File: src/rtl/instruction_fetch.sv
// -----------------------------------------------------------------------------
// instruction_fetch
//
// Fetch stage that sits directly behind program_counter. Every cycle the
// incoming pc is offered to instruction memory; when the request cannot be
// issued (no credit, or memory does not grant), keep_pc tells the PC block to
// hold its value. In-order memory responses are paired with their fetch
// address and buffered in a small queue that feeds decode. A flush kills all
// queued and in-flight fetches; responses belonging to killed fetches are
// counted down and discarded as they come back.
//
// Ports
//   clk          rising-edge clock
//   reset        asynchronous, active-low reset (low = in reset)
//   pc           next fetch address from program_counter
//   keep_pc      1 = hold the PC, no fetch was issued this cycle
//   flush        redirect: discard everything issued before this cycle
//   imem_req     fetch request valid
//   imem_addr    fetch address (always equal to pc)
//   imem_gnt     memory accepts the request this cycle
//   imem_rvalid  response valid (in issue order, at least 1 cycle after grant)
//   imem_rdata   response instruction word
//   inst_valid   decode-side head entry valid
//   inst         instruction word at queue head
//   inst_pc      fetch address of inst
//   inst_ready   decode consumes the head when inst_valid is 1
// -----------------------------------------------------------------------------
module instruction_fetch #(
    parameter int DEPTH = 4
) (
    input  logic        clk,
    input  logic        reset,
    input  logic [31:0] pc,
    output logic        keep_pc,
    input  logic        flush,
    output logic        imem_req,
    output logic [31:0] imem_addr,
    input  logic        imem_gnt,
    input  logic        imem_rvalid,
    input  logic [31:0] imem_rdata,
    output logic        inst_valid,
    output logic [31:0] inst,
    output logic [31:0] inst_pc,
    input  logic        inst_ready
);

    // Pointer width and counter width (counters span 0..DEPTH inclusive).
    localparam int PW = (DEPTH > 1) ? $clog2(DEPTH) : 1;
    localparam int CW = PW + 1;
    localparam logic [CW:0]   DEPTH_W = (CW+1)'(DEPTH);
    localparam logic [CW-1:0] DEPTH_C = CW'(DEPTH);

    // ------------------------------------------------------------------
    // State
    // ------------------------------------------------------------------
    logic [CW-1:0] live_reg,  live_next;   // outstanding, not killed
    logic [CW-1:0] drop_reg,  drop_next;   // outstanding, killed by flush
    logic [CW-1:0] count_reg, count_next;  // inst queue occupancy

    // Address FIFO: fetch addresses of live requests, oldest at a_rptr.
    logic [31:0]   addr_mem [DEPTH];
    logic [PW-1:0] a_wptr_reg, a_wptr_next;
    logic [PW-1:0] a_rptr_reg, a_rptr_next;

    // Instruction queue: {inst, pc} pairs for decode, head at q_rptr.
    logic [31:0]   q_inst_mem [DEPTH];
    logic [31:0]   q_pc_mem   [DEPTH];
    logic [PW-1:0] q_wptr_reg, q_wptr_next;
    logic [PW-1:0] q_rptr_reg, q_rptr_next;

    // Registered head outputs.
    logic [31:0]   head_inst_reg, head_inst_next;
    logic [31:0]   head_pc_reg,   head_pc_next;

    // ------------------------------------------------------------------
    // Issue side
    // ------------------------------------------------------------------
    logic [CW:0] used;      // credit consumed by live fetches and queued entries
    logic [CW:0] pending;   // every request memory still owes us a response for
    logic        credit_ok;
    logic        issue;

    assign used    = {1'b0, live_reg} + {1'b0, count_reg};
    assign pending = {1'b0, drop_reg} + {1'b0, live_reg};

    // Killed requests do not take queue credit, but the drop counter must not
    // overflow, so issue also stalls while live + drop has reached DEPTH.
    assign credit_ok = (used < DEPTH_W) && (pending < DEPTH_W);

    // Reset is folded in combinationally so the request drops the instant
    // reset is asserted, not at the next edge.
    assign imem_req  = reset & credit_ok;
    assign imem_addr = pc;
    assign issue     = imem_req & imem_gnt;
    assign keep_pc   = ~issue;

    // ------------------------------------------------------------------
    // Response / decode side
    // ------------------------------------------------------------------
    logic rsp_drop;   // response belongs to a killed fetch
    logic rsp_live;   // response belongs to a live fetch
    logic pop;
    logic a_we;
    logic [PW-1:0] a_waddr;
    logic q_we;

    // Killed fetches are always older than live ones, so they drain first.
    assign rsp_drop   = imem_rvalid && (drop_reg != '0);
    assign rsp_live   = imem_rvalid && (drop_reg == '0) && (live_reg != '0);
    assign inst_valid = (count_reg != '0);
    assign pop        = inst_valid & inst_ready;

    assign inst    = head_inst_reg;
    assign inst_pc = head_pc_reg;

    // ------------------------------------------------------------------
    // Next-state logic
    // ------------------------------------------------------------------
    logic [CW:0] killed;

    always_comb begin
        live_next      = live_reg;
        drop_next      = drop_reg;
        count_next     = count_reg;
        a_wptr_next    = a_wptr_reg;
        a_rptr_next    = a_rptr_reg;
        q_wptr_next    = q_wptr_reg;
        q_rptr_next    = q_rptr_reg;
        head_inst_next = head_inst_reg;
        head_pc_next   = head_pc_reg;
        a_we           = issue;
        a_waddr        = a_wptr_reg;
        q_we           = 1'b0;
        killed         = '0;

        if (flush) begin
            // Everything outstanding becomes killed; a response arriving in
            // this very cycle is one of them and is retired right away.
            killed = pending - {{CW{1'b0}}, (imem_rvalid && (pending != '0))};
            drop_next = (killed > DEPTH_W) ? DEPTH_C : killed[CW-1:0];

            // Both queues restart empty. The pc seen during the flush is the
            // redirect target, so a same-cycle issue lands in slot 0 as live.
            count_next  = '0;
            q_wptr_next = '0;
            q_rptr_next = '0;
            a_rptr_next = '0;
            a_waddr     = '0;
            a_wptr_next = issue ? PW'(1) : '0;
            live_next   = issue ? CW'(1) : '0;
        end else begin
            if (issue) begin
                a_wptr_next = a_wptr_reg + PW'(1);
            end

            if (rsp_drop) begin
                drop_next = drop_reg - CW'(1);
            end

            if (rsp_live) begin
                q_we        = 1'b1;
                a_rptr_next = a_rptr_reg + PW'(1);
                q_wptr_next = q_wptr_reg + PW'(1);
            end

            if (pop) begin
                q_rptr_next = q_rptr_reg + PW'(1);
            end

            live_next  = live_reg + CW'(issue) - CW'(rsp_live);
            count_next = count_reg + CW'(rsp_live) - CW'(pop);

            // Load the head register with whatever will sit at the head next
            // cycle. If that slot is the one being written right now (queue
            // empty after any pop), forward the incoming response instead.
            if (count_next != '0) begin
                if (q_we && (q_rptr_next == q_wptr_reg)) begin
                    head_inst_next = imem_rdata;
                    head_pc_next   = addr_mem[a_rptr_reg];
                end else begin
                    head_inst_next = q_inst_mem[q_rptr_next];
                    head_pc_next   = q_pc_mem[q_rptr_next];
                end
            end
        end
    end

    // ------------------------------------------------------------------
    // Registers
    // ------------------------------------------------------------------
    always_ff @(posedge clk or negedge reset) begin
        if (!reset) begin
            live_reg      <= '0;
            drop_reg      <= '0;
            count_reg     <= '0;
            a_wptr_reg    <= '0;
            a_rptr_reg    <= '0;
            q_wptr_reg    <= '0;
            q_rptr_reg    <= '0;
            head_inst_reg <= '0;
            head_pc_reg   <= '0;
        end else begin
            live_reg      <= live_next;
            drop_reg      <= drop_next;
            count_reg     <= count_next;
            a_wptr_reg    <= a_wptr_next;
            a_rptr_reg    <= a_rptr_next;
            q_wptr_reg    <= q_wptr_next;
            q_rptr_reg    <= q_rptr_next;
            head_inst_reg <= head_inst_next;
            head_pc_reg   <= head_pc_next;
        end
    end

    // Queue storage is cleared on reset so the head outputs never carry X.
    always_ff @(posedge clk or negedge reset) begin
        if (!reset) begin
            for (int i = 0; i < DEPTH; i++) begin
                addr_mem[i]   <= '0;
                q_inst_mem[i] <= '0;
                q_pc_mem[i]   <= '0;
            end
        end else begin
            if (a_we) begin
                addr_mem[a_waddr] <= pc;
            end
            if (q_we) begin
                q_inst_mem[q_wptr_reg] <= imem_rdata;
                q_pc_mem[q_wptr_reg]   <= addr_mem[a_rptr_reg];
            end
        end
    end

endmodule

File: config.mk
export PLATFORM = sky130hd
export DESIGN_NAME = instruction_fetch
export DESIGN_NICKNAME = d
export VERILOG_FILES = /design/src/rtl/instruction_fetch.sv
export SDC_FILE = /design/constraint.sdc
export NUM_CORES = 1
export LEC_CHECK = 0
export CAP_MARGIN = 20
export CORE_MARGIN = 2
export CORE_UTILIZATION = 48
export DETAILED_ROUTE_END_ITERATION = 12
export PLACE_DENSITY = 0.77
export SLEW_MARGIN = 20
export SYNTH_ARGS = -nofsm -noshare
export SYNTH_HDL_FRONTEND = slang
export SYNTH_SLANG_ARGS = --single-unit
File: constraint.sdc
create_clock -name clk -period 4.5 [get_ports clk]
set_input_delay 0.675 -clock clk [delete_from_list [all_inputs] [get_ports clk]]
set_output_delay 0.675 -clock clk [all_outputs]
set_load 0.1 [all_outputs]
==> flow_summary.yaml <==
clock_network:
  cts_sinks: 465
  cts_setup_buffers: 0
  cts_resized: 0
  numCtsBuffers: 49
  cts_tree: "yes"
  clk_path_buf_depth: 3
  path_clk_slew_ps: 60
  insertion_delay_ps: 610
  cts-htree-levels: 2
  cts-root-buf: "clkbuf_16"
sta:
  tightest_slew_ps: 1110
  hold_violations: 0
  slew_headroom: 0.255
  setup_violations: 0
  max_freq_mhz: 277
  rsz0062_at_grt: "no"
  report.final.slew_viol_count: 0
  post-route-min-period_ps: 3610
  fin_crit_sh: 0.803
  finClkSkew_ps: 25.9
  fin_setup_tns_ps: 0
place:
  place.gp.congestion: 0.815
  dp_hpwl_mm: 32.4
  placed_area_sq_mm: 0.0251
  portBuffers: 168
run_status:
  status: "completed"
hold_path:
  hp-class: "flop to flop"
  hold_start: "q_inst_mem[79]$_DFFE_PN0P_"
  hold_depth: 1
  min_to: "q_inst_mem[79]$_DFFE_PN0P_"
synthesis:
  synth.largest_area_cell: "dfrtp_1"
  synth_cell_type_count: 45
  synthAdderAreaFrac: 0.0118
  syn_area_sq_mm: 0.0232
  syn_area_per_cell_sq_um: 12.5
  async_reset_ff_frac: 1.00
  seq_area_frac_synth: 0.501
  ys_top_cells_by_count: "dfrtp_1, mux2_2, mux2_1"
  synth_xor_area_frac: 0.00491
  synth-compound-area-share: 0.115
  ys_warn_count: 0
  muxShareOfSynthArea: 0.249
  ys_seq_elements: 465
  netlist.area_leader.share: 0.501
  synth_top_family_by_area: "multiplexers"
  syn_inst: 1853
  yosysMostFrequentCell: "dfrtp_1"
  synthTopCellsByArea: "dfrtp_1, mux2_2, mux2_1, or3_1, mux4_2"
  synth-simple-area-share: 0.0699
  ys.flop_type: "dfrtp_1"
  synth_nets: 1943
  synth_enable_flop_cells: 0
floorplanning:
  ioPinCount: 169
  fp-row-count: 80
  initial_core_util: 0.486
  core_sq_mm: 0.0477
  die_area_sq_mm: 0.0501
  die_h_um: 224
  die_w_um: 224
detailed_routing:
  drt_iter0_markers: 1197
  ant_nets: 0
  first_pass_iters: 6
  vias_per_cell: 6.28
  route.vias.total: 16100
  drc: 0
  wl_per_cell_um: 21.7
  wl_mm: 55.5
global_routing:
  overflow: 0
  antenna_found_initial: 0
  grt_pass1_vias: 16800
  grt_pass1_wl_mm: 89.2
  grt_usage: 0.222
  grt_max_degree: 196
worst_setup_path:
  crit_fanout: 57
  critPathLaunch: "drop_reg[1]$_DFFE_PN0P_"
  crit_path_end_kind: "flop"
  r2r_start: "drop_reg[1]$_DFFE_PN0P_"
  ff2ff_path_depth: 15
  critPathLaunchType: "flop"
  worstPathRequired_ps: 5010
  path_class: "flop to flop"
  crit_arrival_ps: 4120
  ff2ff_setup_slack_ps: 890
  worstReg2RegEnd: "inst[0]$_DFFE_PN0P_"
pwr:
  p_per_area_mw_per_mm2: 689
  ir_drop_mv: 0.379
  p_leak_nw: 12.1
finish:
  final_area_sq_mm: 0.0268
  diodes: 0
  drive_gt1_frac: 0.239
  areaGrowthSynthToFinish_pct: 15.5
  fin_nets: 1995
  reg.largest.list: "addr_mem x128, q_inst_mem x128, q_pc_mem x128"
flow_run:
  drv_cap: 0
-- worst max-delay path: stages, from the launching register on --
cell and delay, ps:
dfrtp_1 400, inv_1 140, ha_1 170, nand2b_1 90, or3_1 360, ha_1 300
inv_1 60, ha_1 130, inv_1 50, fa_1 370, xor2_1 160, xnor2_1 180
a31oi_4 530, buf_12 320, nor2_1 70, a31oi_1 150
-- power by group --
group	switching (W)	internal (W)
clock	0.00172	0.00252
combinational	0.00541	0.00297
sequential	0.000713	0.00514
total	0.00784	0.0106
-- metrics by stage --
stage | total power (W) | cells | util | setup slack [ps] | hold slack, ps
after floorplan | 0.0121 | 1853 | - | 437 | 379
after global placement | 0.0139 | 2468 | 0.526 | 474 | 461
after detailed placement | 0.0143 | 2468 | 0.526 | 378 | 468
after CTS | 0.0186 | 2557 | 0.561 | 887 | 482
after global routing | 0.0194 | 2557 | 0.561 | 614 | 492
final | 0.0185 | 2557 | 0.561 | 885 | 477
-- how the worst max path moves through the flow --
stage / to / slack, ps
finish: inst[0]$_DFFE_PN0P_ / 890
global route: inst_pc[28]$_DFFE_PN0P_ / 610
CTS: inst_pc[20]$_DFFE_PN0P_ / 890
detailed placement: inst_pc[20]$_DFFE_PN0P_ / 380
global placement: inst[1]$_DFFE_PN0P_ / 470
floorplan: imem_req / 440
-- per-layer routing --
metal	vias to the layer above	wire length (um)	track usage
met2	512	27400	0.371
li1	7098	-	-
met1	8341	23700	0.289
met3	103	3010	0.0380
met5	-	0	0
met4	0	1410	0.0841
-- layout make-up --
class	instances	area, sq um
clock buffers	65	1390
clock inverters	23	304
fillers	3800	20900
inverters	17	68.8
multi-input cells	1165	10500
flip-flops and latches	465	11600
well taps	615	769
repair buffers	207	2110
-- layout by cell type (no fill, tap or decap), types with 12 or more instances in the layout --
master and n:
mux2_1 153, inv_1 15, ha_1 17, or3_1 128
clkinv_2 12, nor2_1 76, nand2_1 79, mux4_2 32
clkdlybuf4s50_1 165, o31ai_1 63, a31oi_1 64, buf_4 29
o221ai_1 63, dfrtp_1 462, mux2_2 295, a221o_1 63
o211ai_1 63, clkbuf_16 49
-- logic make-up (layout without fill, tap and decap cells) --
group                      count (synthesis)  after routing
muxes                                    481            481
DFF                                      465            465
AOI/OAI and AO/OA                        334            334
and+or+nand+nor                          317            317
buffers and inverters                    223            312
adders and majority gates                 20             20
xor gates and xnor gates                  13             13
-- repair_timing --
| item | 4_1_cts | 5_1_grt |
|---|---|---|
| endpoints found under the hold margin | 35 | 0 |
| endpoints found under the setup margin | 0 | 0 |
| hold buffers | 1 | 0 |
Note: power is estimated with default switching activity, not from simulation.
